### config.mk
export PLATFORM = sky130hd
export DESIGN_NAME = pipe_ctrl
export DESIGN_NICKNAME = d
export VERILOG_FILES = /design/src/rtl/pipe_ctrl.sv
export SDC_FILE = /design/constraint.sdc
export NUM_CORES = 1
export LEC_CHECK = 0
export CAP_MARGIN = 10
export CORE_MARGIN = 2
export CORE_UTILIZATION = 56
export DETAILED_ROUTE_END_ITERATION = 8
export DONT_BUFFER_PORTS = 1
export PLACE_DENSITY = 0.79
export SETUP_SLACK_MARGIN = 0.15
export SYNTH_ARGS = -nofsm -noshare
export SYNTH_HDL_FRONTEND = slang
export SYNTH_SLANG_ARGS = --single-unit
### constraint.sdc
create_clock -name clk_i -period 3 [get_ports clk_i]
set_clock_uncertainty 0.1 [all_clocks]
set_input_delay 0.6 -clock clk_i [delete_from_list [all_inputs] [get_ports clk_i]]
set_output_delay 0.6 -clock clk_i [all_outputs]
set_load 0.05 [all_outputs]
### src/rtl/pipe_ctrl.sv
// Pipeline hazard/stall/flush controller with a shadow scoreboard of EX/MEM/WB destinations.
// Build option: define FORWARDING_EN to stall only on load-use; otherwise stall until the producer retires.
module pipe_ctrl (
  input  logic        clk_i,
  input  logic        rst_i,
  input  logic        id_valid_i,
  input  logic [4:0]  id_rs1_addr_i,
  input  logic [4:0]  id_rs2_addr_i,
  input  logic        id_rs1_re_i,
  input  logic        id_rs2_re_i,
  input  logic [4:0]  id_rd_addr_i,
  input  logic        id_rd_we_i,
  input  logic        id_mem_re_i,
  input  logic        exe_redirect_i,
  input  logic        exe_mc_start_i,
  input  logic        exe_mc_done_i,
  output logic        pc_stall_o,
  output logic        if_id_stall_o,
  output logic        id_exe_stall_o,
  output logic        if_id_flush_o,
  output logic        id_exe_flush_o,
  output logic        exe_mem_flush_o,
  output logic [31:0] stall_cnt_o
);

  typedef struct packed {
    logic       vld;
    logic [4:0] rd;
    logic       we;
    logic       is_load;
  } slot_t;

  typedef enum logic {
    RUN     = 1'b0,
    MC_BUSY = 1'b1
  } state_t;

  localparam slot_t BUBBLE = '0;

  function automatic logic src_match(input logic re, input logic [4:0] addr, input slot_t s);
    return re && (addr != 5'd0) && s.vld && s.we && (s.rd == addr);
  endfunction

  function automatic logic [31:0] sat_inc(input logic [31:0] cnt);
    return (cnt == 32'hFFFF_FFFF) ? cnt : cnt + 32'd1;
  endfunction

  state_t      state_q, state_d;
  slot_t       ex_p0, mem_p1, wb_p2;
  slot_t       ex_d, mem_d, wb_d;
  slot_t       id_slot;
  logic        hazard;
  logic        run_like;
  logic [31:0] stall_cnt_q;
  logic        unused_wb;

  assign id_slot = '{vld: id_valid_i, rd: id_rd_addr_i, we: id_rd_we_i, is_load: id_mem_re_i};
  assign unused_wb = ^wb_p2;

`ifdef FORWARDING_EN
  // Only a load still in EX cannot be forwarded in time.
  assign hazard = id_valid_i && ex_p0.is_load &&
                  (src_match(id_rs1_re_i, id_rs1_addr_i, ex_p0) ||
                   src_match(id_rs2_re_i, id_rs2_addr_i, ex_p0));
`else
  assign hazard = id_valid_i &&
                  (src_match(id_rs1_re_i, id_rs1_addr_i, ex_p0)  ||
                   src_match(id_rs2_re_i, id_rs2_addr_i, ex_p0)  ||
                   src_match(id_rs1_re_i, id_rs1_addr_i, mem_p1) ||
                   src_match(id_rs2_re_i, id_rs2_addr_i, mem_p1) ||
                   src_match(id_rs1_re_i, id_rs1_addr_i, wb_p2)  ||
                   src_match(id_rs2_re_i, id_rs2_addr_i, wb_p2));
`endif

  // A completing multi-cycle op releases the pipe in the same cycle.
  assign run_like = (state_q == RUN) || exe_mc_done_i;

  always_comb begin
    pc_stall_o      = 1'b0;
    if_id_stall_o   = 1'b0;
    id_exe_stall_o  = 1'b0;
    if_id_flush_o   = 1'b0;
    id_exe_flush_o  = 1'b0;
    exe_mem_flush_o = 1'b0;
    state_d         = state_q;
    ex_d            = ex_p0;
    mem_d           = mem_p1;
    wb_d            = wb_p2;

    if (!run_like) begin
      pc_stall_o      = 1'b1;
      if_id_stall_o   = 1'b1;
      id_exe_stall_o  = 1'b1;
      exe_mem_flush_o = 1'b1;
      mem_d           = BUBBLE;
      wb_d            = mem_p1;
    end else begin
      mem_d = ex_p0;
      wb_d  = mem_p1;
      if (exe_redirect_i) begin
        if_id_flush_o  = 1'b1;
        id_exe_flush_o = 1'b1;
        ex_d           = BUBBLE;
      end else if (hazard) begin
        pc_stall_o     = 1'b1;
        if_id_stall_o  = 1'b1;
        id_exe_flush_o = 1'b1;
        ex_d           = BUBBLE;
      end else begin
        ex_d = id_valid_i ? id_slot : BUBBLE;
      end
    end

    case (state_q)
      RUN:     if (exe_mc_start_i && !exe_mc_done_i) state_d = MC_BUSY;
      MC_BUSY: if (exe_mc_done_i) state_d = RUN;
      default: state_d = RUN;
    endcase

    // Reset dominates: fetch and ID are flushed, nothing is held.
    if (rst_i) begin
      pc_stall_o      = 1'b0;
      if_id_stall_o   = 1'b0;
      id_exe_stall_o  = 1'b0;
      if_id_flush_o   = 1'b1;
      id_exe_flush_o  = 1'b1;
      exe_mem_flush_o = 1'b0;
    end
  end

  always_ff @(posedge clk_i or posedge rst_i) begin
    if (rst_i) begin
      state_q     <= RUN;
      ex_p0       <= BUBBLE;
      mem_p1      <= BUBBLE;
      wb_p2       <= BUBBLE;
      stall_cnt_q <= '0;
    end else begin
      state_q <= state_d;
      // EX -> MEM -> WB scoreboard advance
      ex_p0   <= ex_d;
      mem_p1  <= mem_d;
      wb_p2   <= wb_d;
      if (pc_stall_o) stall_cnt_q <= sat_inc(stall_cnt_q);
    end
  end

  assign stall_cnt_o = stall_cnt_q;

endmodule

# Word level (Yosys, flattened, before mapping)
# Cells that the tools add are included.
dict set report totals {
  elab_cells 73
  input_bits 25
  reg_bits 55
  output_inout_bits 38
}
dict set report op_classes {
  reduce_logical 32
  add_sub_neg 1
  eq_ne 7
  n_mux 19
  bitwise_logic 2
}
# op count
set op_table {}
lappend op_table {{32-bit by 1-bit adder with 32-bit output (second input constant)} 1}
lappend op_table {{32-bit equality test (second input constant)} 1}
lappend op_table {{8-bit two-way mux} 4}
lappend op_table {{5-bit equality test} 6}
lappend op_table {{1-bit logical AND} 22}
lappend op_table {{1-bit two-way mux} 14}
lappend op_table {{5-bit nonzero test} 2}
lappend op_table {{1-bit logical OR} 6}
lappend op_table {{1-bit inverter} 2}
lappend op_table {{1-bit case mux with 2 select lines} 1}
lappend op_table {{2-bit AND reduction} 1}
lappend op_table {{1-bit zero test} 1}

# Logic depth before layout (Yosys ltp)
# Gate-level depths: netlist of the first run.
dict set report logic_depth {
  word_depth 16
  mapped_depth 9
  mapped_depth_nobuf 8
}

# Least setup slack after synthesis of the first run
# No wires, ideal clock.
dict set report synth_timing {
  path_type {input -> output}
  start {in rst_i}
  end {out pc_stall_o}
  required_time_ps 2300
  arrival_ps 2847
  cell_stages 4
  n_path_buf 1
  slack_ps -547
  path_cell_list {inv_1 > nand2_1 > nand2_1 > buf_4}
}
dict set report synth_via {
  elab_chain_cells 1
}
# item line_no
set synth_lines {}
lappend synth_lines {{start: declaration} 5} ;# input logic rst_i,
lappend synth_lines {{1-bit two-way mux} n/a}
lappend synth_lines {{end: declaration} 17} ;# output logic pc_stall_o,
# Every way passes these cells.

# Final worst setup path of the first run
dict set report layout_timing {
  start {reg ex_p0[5] (netlist name)}
  end {out id_exe_flush_o}
}
dict set report layout_via {
  elab_chain_cells 12
  word_cells_on_any_way 14
  cone_classes {2 x eq/ne; 4 x mux; 8 x reduce/logical}
}
# item line_no
set layout_lines {}
lappend layout_lines {{start: declaration} 49} ;# slot_t ex_p0, mem_p1, wb_p2;
lappend layout_lines {{start signal: assignment} 134} ;# ex_p0 <= BUBBLE;
lappend layout_lines {{start signal: assignment} 141} ;# ex_p0 <= ex_d;
lappend layout_lines {{5-bit equality test} 41} ;# return re && (addr != 5'd0) && s.vld && s.we && (s.rd == addr);
lappend layout_lines {{1-bit logical AND} 41}
lappend layout_lines {{1-bit logical OR *} 67} ;# (src_match(id_rs1_re_i, id_rs1_addr_i, ex_p0) ||
lappend layout_lines {{1-bit logical OR *} 68} ;# src_match(id_rs2_re_i, id_rs2_addr_i, ex_p0) ||
lappend layout_lines {{1-bit logical OR *} 69} ;# src_match(id_rs1_re_i, id_rs1_addr_i, mem_p1) ||
lappend layout_lines {{1-bit logical OR *} 70} ;# src_match(id_rs2_re_i, id_rs2_addr_i, mem_p1) ||
lappend layout_lines {{1-bit logical OR *} 71} ;# src_match(id_rs1_re_i, id_rs1_addr_i, wb_p2) ||
lappend layout_lines {{1-bit logical AND *} 66} ;# assign hazard = id_valid_i &&
lappend layout_lines {{1-bit two-way mux *} 104} ;# end else if (hazard) begin
lappend layout_lines {{1-bit two-way mux *} 100} ;# if (exe_redirect_i) begin
lappend layout_lines {{1-bit two-way mux *} 90} ;# if (!run_like) begin
lappend layout_lines {{1-bit two-way mux *} 121} ;# if (rst_i) begin
lappend layout_lines {{end: declaration} 21} ;# output logic id_exe_flush_o,
# Mark *: on every way between the ends. The rest lies on a longest branch, timed or not.

==> results.toml, run 1 <==
[global_route]
grt_max_degree = 33
grt_use_total_pct = 21.69
grt_pass1_vias = 1866
antenna_found_initial = 0
gr-total-overflow = 0
grt_pass1_wl_um = 8832

[logic_synthesis]
ys.warnings.count = 0
synth_cell_types = 32
ys_seq_area_share_pct = 50.61
syn_nets = 268
synth_area_mm2 = 0.002670
syn_avg_cell_area_um2 = 11.03
netlist_instances = 242
synth-seq-cells = 54

[floorplan]
std_cell_rows = 25
ios = 63
dieArea_mm2 = 0.005336
initial_utilization_pct = 57.29
die_y_um = 73.05
core_mm2 = 0.004661
die_x_um = 73.05

[clock_tree]
clk_latency_ps = 300
h-tree-depth = 2
cts_tree = "yes"
cts_inserted_buffers = 5
cts-root-buf = "clkbuf_8"
hold_buffers = 0
clockBufferDepth = 2
cts.sinks = 54
path_clk_slew_ps = 100

[route]
drt.antenna.violating_nets = 0
via_per_inst = 5.689
wl_per_cell_um = 15.95
first_pass_iters = 4
drt_iter0_markers = 97
vias = 1900
drt-total-wl_um = 5327
drc = 0

[placed_design]
port_buffers = 0
routabilityCongestion = 0.8499
place_hpwl_um = 4055

[setup_path]
end_kind = "output pin"
crit_path_max_fanout = 3
startpoint_type = "register"
worst-setup-path-type = "reg2out"
critPathRequiredTime_ps = 2300
worstPathArrival_ps = 2080

[sta]
tns_ps = 0
max_freq_mhz = 359.5
fin_hold_ws_ps = 211.9
post-route-period-util_pct = 92.72
worst_pin_slew_ps = 551.2
final_hold_viol_count = 0
drv_slew = 0
period_needed_ps = 2782
finalSetupViolations = 0
slew_headroom_pct = 63.25
rsz0062_at_grt = "yes"

[cells_and_area]
nets = 305
layout-drive-gt1-share_pct = 20.36
diodes = 0
most-common-layout-cells = "54 x dfrtp_1, 36 x xnor2_1, 34 x buf_4"
final_core_util_pct = 67.44
syn2layout_area_growth_pct = 17.71
final_common_cell = "dfrtp_1"

[min_path]
hold_class = "in2async"

[flow_run]
cap_violations = 0

[power_and_ir_drop]
vdd_ir_drop_max_v = 0.0004352
powerDensity_mw_per_mm2 = 475.7
leakage_nw = 1.430

[run_status]
status = "finished, final reports clean"
==> flip-flops by register name, summed over array words and instances (netlist names) <==
signal	count
state_q	1
mem_p1	7
stall_cnt_o	32
ex_p0	7
wb_p2	7
==> layout make-up <==
cell class | instances | area (µm²)
clock buffers | 6 | 82.58
clock inverters | 2 | 12.51
fillers | 358 | 1518
inverters | 7 | 30.03
multi-input cells | 173 | 1272
flip-flops and latches | 54 | 1351
well taps | 54 | 67.56
repair buffers | 38 | 326.6
==> final timing paths <==
check | start | depth (start not counted) | slack (ps) | endpoint
worst max register to register | ex_p0[5] | 8 | 630 | stall_cnt_o[1]
max in group asynchronous | rst_i | 2 | 2280 | wb_p2[3]
min in group clk_i | exe_mc_done_i | 1 | 260 | state_q
worst min register to register | mem_p1[7] | 0 | 320 | wb_p2[7]
worst min-delay path | rst_i | 2 | 210 | stall_cnt_o[16]
worst max-delay path | ex_p0[5] | 9 | 220 | id_exe_flush_o
==> cell families after synthesis <==
family | synth area share [%]
AOI/OAI and AO/OA | 4.358
and+or+nand+nor | 21.18
xor gates and xnor gates | 20.01
muxes | 0.4217
buffers and inverters | 2.952
adders and majority gates | 0.4685
DFF | 50.61
==> stage by stage <==
step                      setup slack (ps)  power [mW]  area (µm²)  std cells
after global placement               213.5       1.079        3003        323
after detailed placement             220.5       1.093        3003        323
after floorplan                      106.1       1.016        2688        242
after global routing                 18.56       1.567        3143        334
final                                218.3       1.495        3143        334
after CTS                            183.3       1.515        3137        334
==> critical path, cell delays in order, from the launching register on <==
cell     delay (ps)
dfrtp_1         420
xor2_1          180
nor4_2          270
nand4_1         130
a31oi_1         230
nor2_1          100
inv_1            80
a21oi_1          70
o21ai_2         120
buf_6           170
==> per-layer routing <==
metal / vias to the layer above / share of wire, % / global-route usage (%)
met4: 0 / 0.92 / 6.173
met3: 4 / 6.1 / 6.768
met1: 920 / 44 / 29.57
met5: - / 0 / 0
met2: 53 / 49 / 33.53
li1: 923 / - / -
==> Yosys cell counts <==
| library cell | count | area (µm²) |
|---|---|---|
| o21ai_0 | 2 | 10.01 |
| o21a_1 | 1 | 7.510 |
| and3_1 | 5 | 31.28 |
| mux2_2 | 1 | 11.26 |
| nand3_1 | 18 | 90.09 |
| and2_1 | 11 | 68.82 |
| nor2b_1 | 2 | 12.51 |
| o21ai_1 | 1 | 5.000 |
| a22o_1 | 6 | 52.55 |
| nand2_1 | 11 | 41.29 |
| nor4_1 | 7 | 43.79 |
| buf_6 | 1 | 11.26 |
| nand4_1 | 19 | 118.9 |
| xor2_1 | 25 | 219.0 |
| nor3b_1 | 1 | 7.510 |
| nor4b_4 | 1 | 23.77 |
| ha_1 | 1 | 12.51 |
| clkbuf_1 | 3 | 11.26 |
| inv_1 | 7 | 26.28 |
| xnor2_1 | 36 | 315.3 |
| and4_1 | 5 | 43.79 |
| a21oi_1 | 1 | 5.000 |
| a31oi_1 | 2 | 12.51 |
| dfrtp_1 | 54 | 1351 |
| buf_4 | 4 | 30.03 |
| nor4_2 | 1 | 12.51 |
| nor3_1 | 5 | 25.02 |
| a21o_1 | 1 | 7.510 |
| a21oi_4 | 1 | 16.27 |
| nand2b_1 | 2 | 12.51 |
| nor2_1 | 5 | 18.77 |
| or4_1 | 2 | 15.01 |
==> power by group <==
part / switching [mW] / internal (mW)
Sequential: 0.0387 / 0.766
Combinational: 0.181 / 0.0959
Clock: 0.227 / 0.186
==> what timing repair did <==
item,in CTS,in global routing
endpoints found under the setup margin,1,3
buffers inserted,3,0
resized for setup,3,1
cloned,0,0
pin swaps,3,0
Power figures use the tool's default switching activity.
==> inputs of run 2 (changes only) <==
--- a/config.mk
+++ b/config.mk
@@ -5,7 +5,6 @@
 export SDC_FILE = /design/constraint.sdc
 export NUM_CORES = 1
 export LEC_CHECK = 0
-export CAP_MARGIN = 10
 export CORE_MARGIN = 2
 export CORE_UTILIZATION = 56
 export DETAILED_ROUTE_END_ITERATION = 8
==> results of run 2 <==
No change in the layout: final DEF, timing and power equal those of run 1.
